## src/rtl/uart_rx_buffer_pkg.sv

```systemverilog
`default_nettype none
// ============================================================================
// Package  : uart_rx_buffer_pkg
// Brief    : Shared constants and capture-FSM encoding for the UART RX buffer.
// Revision : 1.0 - initial release
// ============================================================================
package uart_rx_buffer_pkg;

    localparam int C_DATA_WIDTH = 8;
    localparam int C_ADDR_WIDTH = 4;

    typedef enum logic [1:0] {
        sIdle = 2'b00,
        sAck  = 2'b01,
        sWait = 2'b10
    } cap_state_e;

endpackage
`default_nettype wire

```

## src/rtl/uart_rx_buffer_if.sv

```systemverilog
`default_nettype none
// ============================================================================
// Interface : uart_rx_buffer_if
// Brief     : Receiver handshake and consumer pop bus of the UART RX buffer.
// Revision  : 1.0 - initial release
// ============================================================================
interface uart_rx_buffer_if
    import uart_rx_buffer_pkg::*;
#(
    parameter int DATA_WIDTH = C_DATA_WIDTH,
    parameter int ADDR_WIDTH = C_ADDR_WIDTH
);
    // Directions in signal names are as seen from the buffer.
    logic [DATA_WIDTH-1:0] i_rx_data;
    logic                  i_rx_ready;
    logic                  o_rx_clear;
    logic [DATA_WIDTH-1:0] o_data;
    logic                  o_valid;
    logic                  i_pop;
    logic [ADDR_WIDTH:0]   o_count;
    logic                  o_full;
    logic                  o_overflow;
    logic                  i_clear_overflow;

    modport master (
        input  i_rx_data, i_rx_ready, i_pop, i_clear_overflow,
        output o_rx_clear, o_data, o_valid, o_count, o_full, o_overflow
    );

    modport slave (
        output i_rx_data, i_rx_ready, i_pop, i_clear_overflow,
        input  o_rx_clear, o_data, o_valid, o_count, o_full, o_overflow
    );

endinterface
`default_nettype wire

```

## src/rtl/uart_rx_buffer_sync_fifo.sv

```systemverilog
`default_nettype none
// ============================================================================
// Module   : sync_fifo
// Brief    : First-word-fall-through synchronous FIFO with occupancy count.
// Revision : 1.0 - initial release
// ============================================================================
module sync_fifo #(
    parameter int DATA_WIDTH = 8,
    parameter int ADDR_WIDTH = 4
) (
    input  logic                  i_clk,
    input  logic                  i_reset,
    input  logic                  i_wr_en,
    input  logic [DATA_WIDTH-1:0] i_wr_data,
    output logic                  o_wr_accept,
    input  logic                  i_rd_en,
    output logic [DATA_WIDTH-1:0] o_rd_data,
    output logic                  o_valid,
    output logic [ADDR_WIDTH:0]   o_count,
    output logic                  o_full
);

    localparam int DEPTH = 1 << ADDR_WIDTH;
    localparam logic [ADDR_WIDTH:0] C_DEPTH_CNT = {1'b1, {ADDR_WIDTH{1'b0}}};

    logic [DATA_WIDTH-1:0] mem_q [DEPTH];
    logic [ADDR_WIDTH-1:0] wr_ptr_q;
    logic [ADDR_WIDTH-1:0] rd_ptr_q;
    logic [ADDR_WIDTH:0]   count_q;

    logic w_rd_accept;
    logic w_wr_accept;

    // A pop in the same cycle frees the slot, so a full FIFO still takes the write.
    assign w_rd_accept = i_rd_en && (count_q != '0);
    assign w_wr_accept = i_wr_en && ((count_q != C_DEPTH_CNT) || w_rd_accept);

    always_ff @(posedge i_clk) begin
        if (w_wr_accept) begin
            mem_q[wr_ptr_q] <= i_wr_data;
        end
    end

    always_ff @(posedge i_clk or posedge i_reset) begin
        if (i_reset) begin
            wr_ptr_q <= '0;
            rd_ptr_q <= '0;
            count_q  <= '0;
        end else begin
            if (w_wr_accept) begin
                wr_ptr_q <= wr_ptr_q + 1'b1;
            end
            if (w_rd_accept) begin
                rd_ptr_q <= rd_ptr_q + 1'b1;
            end
            case ({w_wr_accept, w_rd_accept})
                2'b10:   count_q <= count_q + 1'b1;
                2'b01:   count_q <= count_q - 1'b1;
                default: count_q <= count_q;
            endcase
        end
    end

    assign o_wr_accept = w_wr_accept;
    assign o_rd_data   = mem_q[rd_ptr_q];
    assign o_valid     = (count_q != '0);
    assign o_count     = count_q;
    assign o_full      = (count_q == C_DEPTH_CNT);

endmodule
`default_nettype wire

```

## src/rtl/uart_rx_buffer.sv

```systemverilog
`default_nettype none
// ============================================================================
// Module   : uart_rx_buffer
// Brief    : Captures UART receiver bytes into a FIFO with sticky overflow flag.
// Revision : 1.0 - initial release
// ============================================================================
module uart_rx_buffer
    import uart_rx_buffer_pkg::*;
#(
    parameter int DATA_WIDTH = C_DATA_WIDTH,
    parameter int ADDR_WIDTH = C_ADDR_WIDTH
) (
    input  logic              i_clk,
    input  logic              i_reset,
    uart_rx_buffer_if.master  bus
);

    cap_state_e state_q;
    logic       rx_clear_q;
    logic       overflow_q;

    logic                  w_wr_req;
    logic                  w_wr_accept;
    logic                  w_overflow_set;
    logic [DATA_WIDTH-1:0] w_fifo_data;
    logic                  w_fifo_valid;
    logic [ADDR_WIDTH:0]   w_fifo_count;
    logic                  w_fifo_full;

    assign w_wr_req       = (state_q == sIdle) && bus.i_rx_ready;
    assign w_overflow_set = w_wr_req && !w_wr_accept;

    // The clear strobe is registered alongside the state, so it is high exactly in sAck.
    always_ff @(posedge i_clk or posedge i_reset) begin
        if (i_reset) begin
            state_q    <= sIdle;
            rx_clear_q <= 1'b0;
        end else begin
            rx_clear_q <= 1'b0;
            case (state_q)
                sIdle: begin
                    if (bus.i_rx_ready) begin
                        state_q    <= sAck;
                        rx_clear_q <= 1'b1;
                    end
                end
                sAck: begin
                    state_q <= sWait;
                end
                sWait: begin
                    if (!bus.i_rx_ready) begin
                        state_q <= sIdle;
                    end
                end
                default: begin
                    state_q <= sIdle;
                end
            endcase
        end
    end

    always_ff @(posedge i_clk or posedge i_reset) begin
        if (i_reset) begin
            overflow_q <= 1'b0;
        end else if (w_overflow_set) begin
            overflow_q <= 1'b1;
        end else if (bus.i_clear_overflow) begin
            overflow_q <= 1'b0;
        end
    end

    sync_fifo #(
        .DATA_WIDTH (DATA_WIDTH),
        .ADDR_WIDTH (ADDR_WIDTH)
    ) u_fifo (
        .i_clk       (i_clk),
        .i_reset     (i_reset),
        .i_wr_en     (w_wr_req),
        .i_wr_data   (bus.i_rx_data),
        .o_wr_accept (w_wr_accept),
        .i_rd_en     (bus.i_pop),
        .o_rd_data   (w_fifo_data),
        .o_valid     (w_fifo_valid),
        .o_count     (w_fifo_count),
        .o_full      (w_fifo_full)
    );

    assign bus.o_rx_clear = rx_clear_q;
    assign bus.o_data     = w_fifo_data;
    assign bus.o_valid    = w_fifo_valid;
    assign bus.o_count    = w_fifo_count;
    assign bus.o_full     = w_fifo_full;
    assign bus.o_overflow = overflow_q;

endmodule
`default_nettype wire

```

## src/flat_wrapper.sv

```systemverilog
// flat-port wrapper written by rule: the top's interface ports become plain ports
module uart_rx_buffer_flat import uart_rx_buffer_pkg::*;
#(
    parameter int DATA_WIDTH = C_DATA_WIDTH,
    parameter int ADDR_WIDTH = C_ADDR_WIDTH
)
  (i_clk, i_reset, bus_i_rx_data, bus_i_rx_ready, bus_i_pop, bus_i_clear_overflow, bus_o_rx_clear, bus_o_data, bus_o_valid, bus_o_count, bus_o_full, bus_o_overflow);
  uart_rx_buffer_if #(.DATA_WIDTH(DATA_WIDTH), .ADDR_WIDTH(ADDR_WIDTH)) bus_i ();
  input  logic i_clk;
  input  logic i_reset;
  input wire logic [$bits(bus_i.i_rx_data)-1:0] bus_i_rx_data;
  input wire logic [$bits(bus_i.i_rx_ready)-1:0] bus_i_rx_ready;
  input wire logic [$bits(bus_i.i_pop)-1:0] bus_i_pop;
  input wire logic [$bits(bus_i.i_clear_overflow)-1:0] bus_i_clear_overflow;
  output wire logic [$bits(bus_i.o_rx_clear)-1:0] bus_o_rx_clear;
  output wire logic [$bits(bus_i.o_data)-1:0] bus_o_data;
  output wire logic [$bits(bus_i.o_valid)-1:0] bus_o_valid;
  output wire logic [$bits(bus_i.o_count)-1:0] bus_o_count;
  output wire logic [$bits(bus_i.o_full)-1:0] bus_o_full;
  output wire logic [$bits(bus_i.o_overflow)-1:0] bus_o_overflow;
  assign bus_i.i_rx_data = bus_i_rx_data;
  assign bus_i.i_rx_ready = bus_i_rx_ready;
  assign bus_i.i_pop = bus_i_pop;
  assign bus_i.i_clear_overflow = bus_i_clear_overflow;
  assign bus_o_rx_clear = bus_i.o_rx_clear;
  assign bus_o_data = bus_i.o_data;
  assign bus_o_valid = bus_i.o_valid;
  assign bus_o_count = bus_i.o_count;
  assign bus_o_full = bus_i.o_full;
  assign bus_o_overflow = bus_i.o_overflow;
  uart_rx_buffer #(.DATA_WIDTH(DATA_WIDTH), .ADDR_WIDTH(ADDR_WIDTH)) u_core (.i_clk(i_clk), .i_reset(i_reset), .bus(bus_i));
endmodule
```

## config.mk

```make
export PLATFORM = sky130hd
export DESIGN_NAME = uart_rx_buffer_flat
export DESIGN_NICKNAME = d
export VERILOG_FILES = /design/src/rtl/uart_rx_buffer_pkg.sv /design/src/rtl/uart_rx_buffer_if.sv /design/src/rtl/uart_rx_buffer_sync_fifo.sv /design/src/rtl/uart_rx_buffer.sv /design/src/flat_wrapper.sv
export SDC_FILE = /design/constraint.sdc
export NUM_CORES = 1
export LEC_CHECK = 0
export CAP_MARGIN = 20
export CORE_ASPECT_RATIO = 0.9
export CORE_UTILIZATION = 59
export DETAILED_ROUTE_END_ITERATION = 6
export PLACE_DENSITY = 0.88
export SETUP_SLACK_MARGIN = 0.02
export SYNTH_ARGS = -nofsm -noshare
export SYNTH_HDL_FRONTEND = slang
export SYNTH_HIERARCHICAL = 1
export SYNTH_SLANG_ARGS = --single-unit
```

## constraint.sdc

```tcl
create_clock -name i_clk -period 4.15 [get_ports i_clk]
set_input_delay 0.83 -clock i_clk [delete_from_list [all_inputs] [get_ports i_clk]]
set_output_delay 0.83 -clock i_clk [all_outputs]
set_load 0.05 [all_outputs]
```

# Word level (Yosys, flattened, before mapping)
# Memories as Yosys holds them, arrays and structs flattened.
# Cells that the tools add are included.
# Widths: inputs -> output; s select.
totals:
  out_inout_bits: 17
  memories: 1
  elab_cells: 40
  ramBits: 128
  regBits: 17
  in_bits: 13
op_classes:
  addsub: 4
  n_mux: 10
  n_reduce_logical: 11
  n_eq_ne: 8
memory_table:
  columns: ["memory", "words", "word_bits", "rd", "rd_clocked_by_memory_dff", "write_ports", "line", "text"]
  rows:
  - ["u_core.u_fifo.mem_q", 16, 8, 1, 0, 1, "uart_rx_buffer_sync_fifo.sv:26", "logic [DATA_WIDTH-1:0] mem_q [DEPTH];"]
ops:
  columns: ["op", "count"]
  rows:
  - ["$pmux 5 s2", 1]
  - ["$add 4x1->4 const B", 2]
  - ["$mux 1", 6]
  - ["$pmux 2 s3", 1]
  - ["$add 5x1->5 const B", 1]
  - ["$eq 5x5->1 const B", 1]
  - ["$ne 5x5->1 const B", 1]
  - ["$reduce_bool 5->1", 1]
  - ["$sub 5x1->5 const B", 1]
  - ["$eq 2x1->1 const B", 2]
  - ["$eq 2x2->1 const B", 2]
  - ["$logic_and 1x1->1", 4]
  - ["$mux 2", 2]
  - ["$ne 2x2->1 const B", 2]
  - ["$reduce_bool 2->1", 2]
  - ["$logic_not 2->1", 1]
  - ["$reduce_and 2->1", 1]
  - ["$logic_not 1->1", 1]
  - ["$logic_or 1x1->1", 1]

# Logic depth before layout (Yosys ltp)
# Gate-level depths: netlist of the first run.
logic_depth:
  depth_word: 7
  depth_mapped: 8
  mapped_depth_nobuf: 8

# Hierarchy
# The synthesis of the first run kept the hierarchy.
modules_own_cells:
  columns: ["module", "cells_per_inst", "n_inst", "seq_area_each_um2", "area_per_inst_um2"]
  rows:
  - ["sync_fifo", 291, 1, 4169.0, 5719.2]
  - ["uart_rx_buffer", 13, 1, 100.1, 156.4]

# Worst setup path after synthesis of the first run
# Ideal clock, no wire load.
synth_path:
  path_type: "register to register"
  startpoint: "register u_core.u_fifo.count_q[0] (netlist: u_core/u_fifo/o_count[0])"
  endpoint: "register u_core.u_fifo.count_q[4] (netlist: u_core/u_fifo/o_count[4])"
  period_less_slack_ns: 3.180
  arrival_ns: 3.056
  setup_ns: 0.124
  required_time_ns: 4.026
  path_stages_with_launch: 9
  n_path_buf: 0
  setup_slack_ns: 0.970
  path_cell_list: "dfrtp_1 > or4_4 > o21ai_2 > nor2_1 > fa_1 > a21o_1 > a21oi_1 > mux2_2 > a211o_1"
synth_via:
  elab_chain_len: 6
  word_cells_on_any_way: 11
  cone_classes: "add/sub: 2; eq/ne: 3; mux: 1; reduce/logical: 5"
synth_rtl:
  columns: ["item", "line", "text"]
  rows:
  - ["start: declaration", "uart_rx_buffer_sync_fifo.sv:29", "logic [ADDR_WIDTH:0] count_q;"]
  - ["start signal: assignment", "uart_rx_buffer_sync_fifo.sv:57", "2'b10: count_q <= count_q + 1'b1;"]
  - ["start signal: assignment", "uart_rx_buffer_sync_fifo.sv:58", "2'b01: count_q <= count_q - 1'b1;"]
  - ["start signal: assignment", "uart_rx_buffer_sync_fifo.sv:59", "default: count_q <= count_q;"]
  - ["$reduce_bool 5->1", "uart_rx_buffer_sync_fifo.sv:35", "assign w_rd_accept = i_rd_en && (count_q != '0);"]
  - ["$logic_and 1x1->1", "uart_rx_buffer_sync_fifo.sv:35", null]
  - ["$logic_or 1x1->1", "uart_rx_buffer_sync_fifo.sv:36", "assign w_wr_accept = i_wr_en && ((count_q != C_DEPTH_CNT) || w_rd_accept);"]
  - ["$logic_and 1x1->1", "uart_rx_buffer_sync_fifo.sv:36", null]
  - ["$eq 2x1->1 / $eq 2x2->1 (equally long branches)", "uart_rx_buffer_sync_fifo.sv:56", "case ({w_wr_accept, w_rd_accept})"]
  - ["$pmux 5 s2 / $reduce_bool 2->1 (equally long branches)", null, null]
# Several ways; a longest one is shown, not always the timed one.
# A chain may end at the register's enable or synchronous reset.

# Worst setup path after layout of the first run
layout_path:
  startpoint: "register u_core.u_fifo.rd_ptr_q[0]"
  endpoint: "output port bus_o_data[0]"
layout_via:
  elab_chain_len: 1
layout_rtl:
  columns: ["item", "line", "text"]
  rows:
  - ["start: declaration", "uart_rx_buffer_sync_fifo.sv:28", "logic [ADDR_WIDTH-1:0] rd_ptr_q;"]
  - ["start signal: assignment", "uart_rx_buffer_sync_fifo.sv:54", "rd_ptr_q <= rd_ptr_q + 1'b1;"]
  - ["$mem_v2 16x8", null, null]
  - ["end: declaration", "flat_wrapper.sv:16", "output wire logic [$bits(bus_i.o_data)-1:0] bus_o_data;"]
# Every way passes these cells.

==> results of run 1 <==
final cells by class:
class	instances	area share (%)
multi-input combinational	139	22.2
timing repair buffer	36	5.17
sequential	145	62.1
tap	126	2.29
clock buffer	18	6.07
inverter	8	0.437
clock inverter	14	1.76
metal layers:
metal | vias to the layer above | GRT usage (%)
met5 | - | 0
met3 | 34 | 6.60
met1 | 1612 | 35.3
li1 | 1311 | -
met2 | 151 | 40.3
met4 | 0 | 13.0
worst paths after layout:
| check | startpoint | to | depth (start not counted) |
|---|---|---|---|
| hold / removal | u_core/state_q[0] | u_core/state_q[0] | 1 |
| max in group asynchronous | i_reset | u_core/u_fifo/rd_ptr_q[0] | 2 |
| min in group asynchronous | i_reset | u_core/bus.o_rx_clear | 2 |
| setup / recovery | u_core/u_fifo/rd_ptr_q[0] | bus_o_data[0] | 5 |
| setup reg to reg | u_core/u_fifo/o_count[0] | u_core/u_fifo/o_count[4] | 8 |
| hold reg to reg | u_core/state_q[0] | u_core/state_q[0] | 1 |
cells in the final DEF (no fill, tap or decap), types with 5 or more instances in the layout:
master,n
edfxtp_1,128
mux4_2,32
clkdlybuf4s50_1,29
clkbuf_16,16
dfrtp_1,16
a22oi_1,16
and2_1,15
nand2_1,12
inv_1,8
ha_1,8
inv_6,7
buf_4,6
xnor2_1,6
nor2_1,5
cells by family after synthesis:
group | after synthesis | share of synthesized area (%)
simple gates | 55 | 5.39
mux | 38 | 13.7
compound gates | 28 | 3.53
xor+xnor | 9 | 1.34
buf+inv | 20 | 1.36
flops | 145 | 72.7
fa+ha+maj | 9 | 2.04
power by group through the flow:
stage                     clock network (W)  logic [W]  registers, W
after global routing                0.00146    0.00200       0.00195
final                               0.00138    0.00190       0.00193
after global placement                    0    0.00182       0.00194
after detailed placement                  0    0.00188       0.00196
after CTS                           0.00140    0.00190       0.00193
after floorplan                           0    0.00126       0.00199
through the flow:
stage	hold WS [ns]	instance area, sq um	setup slack, ns	util, %	total power (W)
2_1_floorplan	0.466	5880	0.970	-	0.00325
3_3_place_gp	0.488	6340	0.804	65.7	0.00376
3_5_place_dp	0.500	6340	0.709	65.7	0.00384
4_1_cts	0.510	6880	0.202	71.2	0.00523
5_1_grt	0.519	6880	0.102	71.2	0.00541
6_report	0.503	6880	0.265	71.2	0.00521
state kept, by name, summed over array words and instances, names as in the netlist:
register	count
u_core/state_q	2
u_core/bus.o_rx_clear	1
u_core/u_fifo/o_count	5
u_core/u_fifo/rd_ptr_q	4
u_core/u_fifo/wr_ptr_q	4
u_core/bus.o_overflow	1
u_core/u_fifo/mem_q	128
==> flow_metrics.py, run 1 <==
metrics = {
    "status": {
        "outcome": "complete, no violations",
    },
    "final_layout": {
        "seqCellArea_sq_um": 4270,
        "area.growth.synth_to_final_pct": 17.1,
        "final_cells": 486,
        "nets": 369,
        "multiInputGateArea_sq_um": 1530,
        "n_antenna_cell": 0,
        "nFillCells": 580,
        "layout-drive-gt1-share_pct": 22.2,
    },
    "yosys": {
        "synth-seq-cells": 145,
        "avgSynthCellArea_sq_um": 19.3,
        "yosys-top-cells-count": "edfxtp_1 (128), mux4_2 (32), dfrtp_1 (17)",
        "synthArstFlopShare_pct": 11.7,
        "yosysTopAreaCellShare_pct": 65.4,
        "yosys.cell_types.count": 36,
        "yosysMostFrequentCell": "edfxtp_1",
        "yosys_warnings": 6,
        "ys_seq_area_share_pct": 72.7,
        "netlist_area_sq_um": 5880,
        "syn_inst": 304,
        "synth_edf_count": 128,
        "synth_nets": 326,
        "yosysTopAreaCell": "edfxtp_1",
        "synth_area_leaders": "edfxtp_1 (65%), mux4_2 (12%), dfrtp_1 (7.2%)",
        "synth_ff_type": "edfxtp_1",
    },
    "power": {
        "vdd_drop_max_v": 0.000529,
        "p_switching_w": 0.00189,
        "intPower_w": 0.00332,
        "swShare_pct": 36.3,
        "pwr-share-seq_pct": 37.0,
        "leakage_nw": 2.38,
        "p_per_area_nw_per_um2": 757,
        "comb_power_share_pct": 36.4,
        "p_clk_share_pct": 26.5,
    },
    "clock_network": {
        "cts_tree": "done",
        "htreeDepth": 4,
        "cts_resized": 0,
        "clk_pin_slew_ns": 0.06,
        "clkLatencyLatePin_ns": 0.53,
        "hold_buffers": 0,
        "cts_setup_buffers": 0,
        "cts_root_buf": "clkbuf_8",
        "clockBufferDepth": 2,
        "numClockSinks": 145,
        "numCtsBuffers": 17,
    },
    "grt": {
        "grt_remaining_overflow": 0,
        "grt_pass1_wl_um": 18700,
        "grt_pass1_vias": 3288,
        "grtUsageTotal_pct": 26.2,
        "antenna_found_initial": 0,
        "grt_max_degree": 23,
    },
    "route": {
        "viasPerCell": 6.40,
        "route.met3.wl_um": 719,
        "firstDrtPassIters": 4,
        "drt_iter0_markers": 294,
        "wl_um": 12300,
        "drtAntennaViolNets": 0,
        "drc": 0,
        "wl_met1_um": 5090,
        "dr_total_vias": 3108,
        "wl_met2_um": 6070,
        "wl_per_cell_um": 25.4,
        "top_layer": "met4",
    },
    "sta": {
        "relSlewSlack_pct": 34.2,
        "finalHoldViolations": 0,
        "rsz0062_at_grt": "no",
        "finalClockSkew_ns": 0.00913,
        "tns_ns": 0,
        "fmax_mhz": 257,
        "fin_crit_sh_pct": 93.6,
        "worstMarginPinSlew_ns": 0.983,
        "layout_min_cycle_time_ns": 3.89,
        "setup_viol": 0,
        "drv_slew": 0,
    },
    "placement": {
        "gp_congestion": 0.728,
        "hpwlAfterDp_um": 7320,
        "port_buffers": 29,
        "place_inst": 454,
    },
    "die": {
        "floorplan.rows": 34,
        "fp.dieW_um": 107,
        "core_sq_um": 9660,
        "dieArea_sq_um": 10400,
        "start_util_pct": 60.8,
        "fp.dieH_um": 96.7,
        "io_pins": 30,
    },
    "worst_setup_path": {
        "cp_slowest_stage_delay_ns": 0.71,
        "cp_top_family": "buffers and inverters",
        "path_max_fanout": 15,
        "arrival_ns": 3.06,
        "start_kind": "flip-flop",
        "cp_slowest_cell": "clkdlybuf4s50_1",
        "worstPathBufferInverterCount": 2,
        "path_class": "flip-flop to output pin",
        "path_cells": "buf_4 > mux4_2 > a22oi_1 > nand2_1 > clkdlybuf4s50_1",
        "endpoint_kind": "output pin",
        "crit_required_ns": 3.32,
        "r2r_slack_ns": 0.98,
    },
    "min_path": {
        "hp-class": "flip-flop to flip-flop",
    },
    "job": {
        "maxCapViolCount": 0,
    },
}
Note: power is estimated with default switching activity, not from simulation.
==> inputs of run 2 (changes only) <==
Settings changed: CORE_UTILIZATION 59 to 60, PLACE_DENSITY 0.88 to not set, PLACE_DENSITY_LB_ADDON set to 0.05, SYNTH_HIERARCHICAL 1 to not set.
==> run 2 against run 1 <==
  * Cell area up 3.7%
  * Worst setup slack worse by 0.13 ns
  * First-iteration DRC count up 13%
  * Clock skew up 0.0028 ns
  * Sequential share of layout area down 2.2 points
  * Worst hold slack worse by 0.034 ns
  * Power up 1.2%
  * Clock power up 9%
  * Global-route usage down 0.67 points
  * Utilization up 2.0 points
  * Critical path depth down 1
  * Largest cell class unchanged
  * Largest power group unchanged
==> flow_metrics.py, run 2 <==
metrics = {
    "status": {
        "outcome": "complete, no violations",
    },
    "worst_setup_path": {
        "ff2ff_path_depth": 11,
        "arrival_ns": 3.18,
        "cp_slowest_cell": "clkdlybuf4s50_1",
        "path_cells": "buf_12 > mux4_1 > mux4_2 > clkdlybuf4s50_1",
        "endpoint_kind": "output pin",
        "path_class": "flip-flop to output pin",
        "path_max_fanout": 25,
        "start_kind": "flip-flop",
        "cp_slowest_stage_delay_ns": 0.72,
        "crit_required_ns": 3.32,
    },
    "grt": {
        "grtUsageTotal_pct": 25.5,
        "grt_pass1_vias": 3193,
        "grt_pass1_wl_um": 18400,
        "grt_max_degree": 26,
        "antenna_found_initial": 0,
        "grt_remaining_overflow": 0,
    },
    "yosys": {
        "synth-seq-cells": 145,
        "yosys-top-cells-count": "edfxtp_1 (128), mux4_1 (30), nor2_1 (18)",
        "ys_seq_area_share_pct": 70.3,
        "yosysTopAreaCell": "edfxtp_1",
        "synth_nets": 333,
        "synth_area_leaders": "edfxtp_1 (63%), mux4_1 (13%), dfrtp_1 (7.0%)",
        "yosysMostFrequentCell": "edfxtp_1",
        "synth_ff_type": "edfxtp_1",
        "avgSynthCellArea_sq_um": 19.5,
        "syn_inst": 311,
        "yosys_warnings": 0,
        "yosys.cell_types.count": 41,
        "synth_edf_count": 128,
        "yosysTopAreaCellShare_pct": 63.3,
        "synthArstFlopShare_pct": 11.7,
        "netlist_area_sq_um": 6070,
    },
    "route": {
        "wl_per_cell_um": 24.1,
        "drt_iter0_markers": 332,
        "wl_um": 12000,
        "viasPerCell": 6.26,
        "drc": 0,
        "dr_total_vias": 3110,
        "drtAntennaViolNets": 0,
        "firstDrtPassIters": 5,
    },
    "die": {
        "dieArea_sq_um": 10500,
        "io_pins": 30,
        "core_sq_um": 9740,
        "start_util_pct": 62.3,
        "fp.dieH_um": 97.4,
        "floorplan.rows": 34,
        "fp.dieW_um": 108,
    },
    "power": {
        "p_per_area_nw_per_um2": 738,
        "p_switching_w": 0.00180,
        "pwr-share-seq_pct": 37.4,
        "p_clk_share_pct": 28.4,
        "finalPower_w": 0.00527,
        "intPower_w": 0.00347,
        "comb_power_share_pct": 34.2,
        "vdd_drop_max_v": 0.000570,
        "swShare_pct": 34.2,
        "leakage_nw": 2.49,
    },
    "clock_network": {
        "clk_pin_slew_ns": 0.06,
        "clockBufferDepth": 2,
        "cts_resized": 0,
        "htreeDepth": 4,
        "numClockSinks": 145,
        "cts_root_buf": "clkbuf_8",
        "cts_setup_buffers": 0,
        "cts_tree": "done",
        "clkLatencyLatePin_ns": 0.52,
        "numCtsBuffers": 17,
        "hold_buffers": 0,
    },
    "final_layout": {
        "seqCellArea_sq_um": 4270,
        "largest_reg_flops": 128,
        "layout_commonest_cell": "edfxtp_1",
        "final_cell_mix": "edfxtp_1 (128), mux4_1 (30), clkdlybuf4s50_1 (29), nor2_1 (18)",
        "nets": 380,
        "area.growth.synth_to_final_pct": 17.5,
        "nFillCells": 573,
        "multiInputGateArea_sq_um": 1650,
        "fin_area_sq_um": 7140,
        "n_antenna_cell": 0,
        "largest-register": "u_core.u_fifo.mem_q",
        "layout-drive-gt1-share_pct": 15.9,
    },
    "sta": {
        "relSlewSlack_pct": 42.7,
        "fin_crit_sh_pct": 96.7,
        "postLayoutSetupSlackWorst_ns": 0.139,
        "fmax_mhz": 249,
        "rsz0062_at_grt": "no",
        "setup_viol": 0,
        "finalClockSkew_ns": 0.0120,
        "worstMarginPinSlew_ns": 0.856,
        "layout_min_cycle_time_ns": 4.01,
        "tns_ns": 0,
        "finalHoldViolations": 0,
        "drv_slew": 0,
    },
    "placement": {
        "hpwlAfterDp_um": 7580,
        "gp_congestion": 0.847,
        "dpl_cell_area_sq_um": 6550,
        "port_buffers": 29,
        "dp_slack_ns": 0.456,
    },
    "min_path": {
        "hp-class": "flip-flop to flip-flop",
        "worstHoldPathCells": 1,
    },
    "job": {
        "maxCapViolCount": 0,
    },
}
==> run 2: changes by cell type after synthesis, moves of 5 or more <==
cell | previous run | this run
a22oi_1 | 16 | 0
and2_1 | 15 | 1
clkbuf_1 | 5 | 10
inv_1 | 8 | 13
mux4_1 | 0 | 30
mux4_2 | 32 | 10
nor2_1 | 5 | 18
nor3_1 | 1 | 6
==> run 2: power groups by stage <==
| stage | Combinational [W] | Sequential, W | Clock [W] |
|---|---|---|---|
| final | 0.00180 | 0.00197 | 0.00150 |
| after global routing | 0.00192 | 0.00199 | 0.00157 |
| after CTS | 0.00181 | 0.00197 | 0.00152 |
| after detailed placement | 0.00180 | 0.00199 | 0 |
| after global placement | 0.00177 | 0.00198 | 0 |
| after floorplan | 0.00136 | 0.00194 | 0 |
==> run 2: worst paths after layout <==
path,to,from,slack [ns]
max in group asynchronous,u_core.u_fifo.rd_ptr_q[0],i_reset,2.93
hold reg to reg,u_core.state_q[1],u_core.state_q[0],0.47
setup reg to reg,u_core.u_fifo.o_count[4],u_core.u_fifo.o_count[1],1.09
min in group asynchronous,u_core.state_q[1],i_reset,0.72
hold / removal,u_core.state_q[1],u_core.state_q[0],0.47
setup / recovery,bus_o_data[5],u_core.u_fifo.rd_ptr_q[0],0.14
==> run 2: cell type report <==
cell class	count	area share, %
tap	126	2.21
timing repair buffer	45	5.93
inverter	13	0.684
clock inverter	12	2.21
multi-input combinational	136	23.2
clock buffer	20	5.96
sequential	145	59.8
==> run 2: critical path, delay by kind of cell, from the launching register on <==
| kind | cells | cell delay (ns) |
|---|---|---|
| buffers and inverters | 2 | 0.99 |
| multiplexers | 2 | 1.10 |
| flip-flops | 1 | 0.57 |
==> run 2: cells by family after synthesis <==
kind of cell	after synthesis	synth area share (%)
AOI/OAI and AO/OA	23	2.64
muxes	41	16.9
and+or+nand+nor	53	4.31
buffers and inverters	30	2.47
DFF	145	70.3
adders and majority gates	9	1.98
xor gates and xnor gates	10	1.44
==> run 2: stage by stage <==
stage | hold WS, ns | instances | util [%]
floorplan | 0.443 | 311 | -
global placement | 0.453 | 465 | 67.3
detailed placement | 0.470 | 465 | 67.3
CTS | 0.476 | 497 | 73.2
global route | 0.507 | 497 | 73.2
finish | 0.469 | 497 | 73.2
==> run 2: layer usage <==
metal  track usage, %  vias up  share of wire (%)
met5                0        -                  0
met4             8.01        0                1.0
met3             6.64        9                6.7
met2             38.3      146                 48
met1             37.2     1589                 44
li1                 -     1366                  -
==> inputs of run 3 (changes only) <==
Settings changed: CELL_PAD_IN_SITES_DETAIL_PLACEMENT set to 0, CELL_PAD_IN_SITES_GLOBAL_PLACEMENT set to 2, CORE_UTILIZATION 60 to 46.
==> run 3 against run 2 <==
  * Utilization fell by 17 points
  * Critical path depth did not move
  * Clock skew fell by 0.0037 ns
  * Sequential share of layout area fell by 0.63 points
==> flow_metrics.py, run 3 (same netlist as run 2, synthesis figures left out) <==
metrics = {
    "status": {
        "outcome": "complete, no violations",
    },
    "worst_setup_path": {
        "start_kind": "flip-flop",
        "cp_top_family": "multiplexers",
        "endpoint_kind": "output pin",
        "crit_required_ns": 3.32,
        "cp_slowest_stage_delay_ns": 0.71,
        "path_cells": "buf_4 > mux4_1 > mux4_2 > clkdlybuf4s50_1",
        "worstPathBufferInverterCount": 2,
        "arrival_ns": 2.97,
        "path_max_fanout": 18,
        "cp_slowest_cell": "clkdlybuf4s50_1",
        "path_class": "flip-flop to output pin",
    },
    "die": {
        "fp.dieW_um": 123,
        "floorplan.rows": 39,
        "core_sq_um": 12800,
        "fp.dieH_um": 111,
        "dieArea_sq_um": 13700,
        "start_util_pct": 47.5,
        "io_pins": 30,
    },
    "sta": {
        "fin_crit_sh_pct": 91.5,
        "worstMarginPinSlew_ns": 0.798,
        "finalHoldViolations": 0,
        "finalClockSkew_ns": 0.00827,
        "rsz0062_at_grt": "no",
        "relSlewSlack_pct": 46.6,
        "layout_min_cycle_time_ns": 3.80,
        "postLayoutSetupSlackWorst_ns": 0.352,
        "setup_viol": 0,
        "fmax_mhz": 263,
        "drv_slew": 0,
        "tns_ns": 0,
    },
    "grt": {
        "grtUsageMet3_pct": 5.97,
        "grt_remaining_overflow": 0,
        "grtUsageTotal_pct": 19.9,
        "grt.met2_usage_pct": 28.0,
        "antenna_found_initial": 0,
        "grt_pass1_vias": 3105,
        "grt_max_degree": 20,
        "grt_pass1_wl_um": 18500,
        "busiest_layer": "met1",
        "met1_usage_pct": 29.3,
    },
    "route": {
        "wl_um": 12200,
        "drc": 0,
        "viasPerCell": 5.52,
        "drtAntennaViolNets": 0,
        "firstDrtPassIters": 4,
        "drt_iter0_markers": 288,
        "wl_per_cell_um": 22.5,
        "dr_total_vias": 3000,
    },
    "final_layout": {
        "multiInputGateArea_sq_um": 1650,
        "layout_commonest_cell": "edfxtp_1",
        "n_antenna_cell": 0,
        "final_cell_mix": "edfxtp_1 (128), mux4_1 (30), clkdlybuf4s50_1 (29), buf_4 (24)",
        "largest_reg_flops": 128,
        "final_cells": 543,
        "nFillCells": 992,
        "area.growth.synth_to_final_pct": 18.8,
        "seqCellArea_sq_um": 4270,
        "largest-register": "u_core.u_fifo.mem_q",
        "layout-drive-gt1-share_pct": 16.6,
        "nets": 388,
    },
    "clock_network": {
        "numClockSinks": 145,
        "clockBufferDepth": 2,
        "htreeDepth": 4,
        "numCtsBuffers": 17,
        "clkLatencyLatePin_ns": 0.42,
        "cts_tree": "done",
        "cts_resized": 0,
        "clk_pin_slew_ns": 0.05,
        "cts_root_buf": "clkbuf_16",
        "hold_buffers": 0,
        "cts_setup_buffers": 0,
    },
    "power": {
        "leakage_nw": 2.53,
        "p_per_area_nw_per_um2": 721,
        "vdd_drop_max_v": 0.000498,
    },
    "min_path": {
        "hp-class": "flip-flop to flip-flop",
    },
    "placement": {
        "port_buffers": 29,
        "gp_congestion": 0.788,
        "dp_slack_ns": 0.545,
        "place_inst": 511,
        "hpwlAfterDp_um": 7990,
    },
    "job": {
        "maxCapViolCount": 0,
    },
}
-- run 3: final timing paths --
kind / start / slack (ns) / end / cells past startpoint
min in group asynchronous: i_reset / 0.83 / u_core.u_fifo.wr_ptr_q[0] / 2
setup / recovery: u_core.u_fifo.rd_ptr_q[0] / 0.35 / bus_o_data[2] / 4
hold reg to reg: u_core.state_q[1] / 0.48 / u_core.state_q[1] / 1
hold / removal: u_core.state_q[1] / 0.48 / u_core.state_q[1] / 1
max in group asynchronous: i_reset / 2.82 / u_core.u_fifo.rd_ptr_q[0] / 2
setup reg to reg: u_core.u_fifo.o_count[1] / 1.19 / u_core.u_fifo.o_count[4] / 11
-- run 3: per-layer routing --
layer	vias to the layer above	wire length, um
met5	-	0
met1	1547	5920
met2	61	5530
met3	13	555
met4	0	214
li1	1379	-
-- run 3: stage by stage --
step / utilization, % / total power (W) / instance area, sq um / hold WS, ns
after floorplan: - / 0.00330 / 6070 / 0.443
after detailed placement: 52.0 / 0.00381 / 6650 / 0.473
final: 56.4 / 0.00520 / 7210 / 0.477
after CTS: 56.4 / 0.00526 / 7210 / 0.481
after global routing: 56.4 / 0.00545 / 7210 / 0.532
after global placement: 52.0 / 0.00381 / 6650 / 0.463
-- run 3: worst reg2reg max path, stage by stage, from the launching register on --
cell and delay, ns:
dfrtp_1 0.47, or4_4 0.62, nor2_1 0.15, nor2_1 0.07, nand2_1 0.11, inv_1 0.09
ha_1 0.31, nor2b_1 0.14, o21ai_0 0.36, nand3_1 0.13, o31a_1 0.26, o21ai_0 0.16
-- run 3: final cells by class --
class | count | share of cell area [%]
multi-input combinational | 136 | 22.9
inverter | 13 | 0.677
clock buffer | 28 | 7.18
timing repair buffer | 53 | 6.52
tap | 164 | 2.85
sequential | 145 | 59.2
clock inverter | 4 | 0.642
-- run 3: power breakdown --
part           total [W]  internal [W]  switching [W]  leakage (nW)
logic            0.00184      0.000799        0.00104         0.893
clock network    0.00144      0.000907       0.000529         0.278
registers        0.00192       0.00175       0.000176          1.36
total            0.00520       0.00345        0.00175          2.53
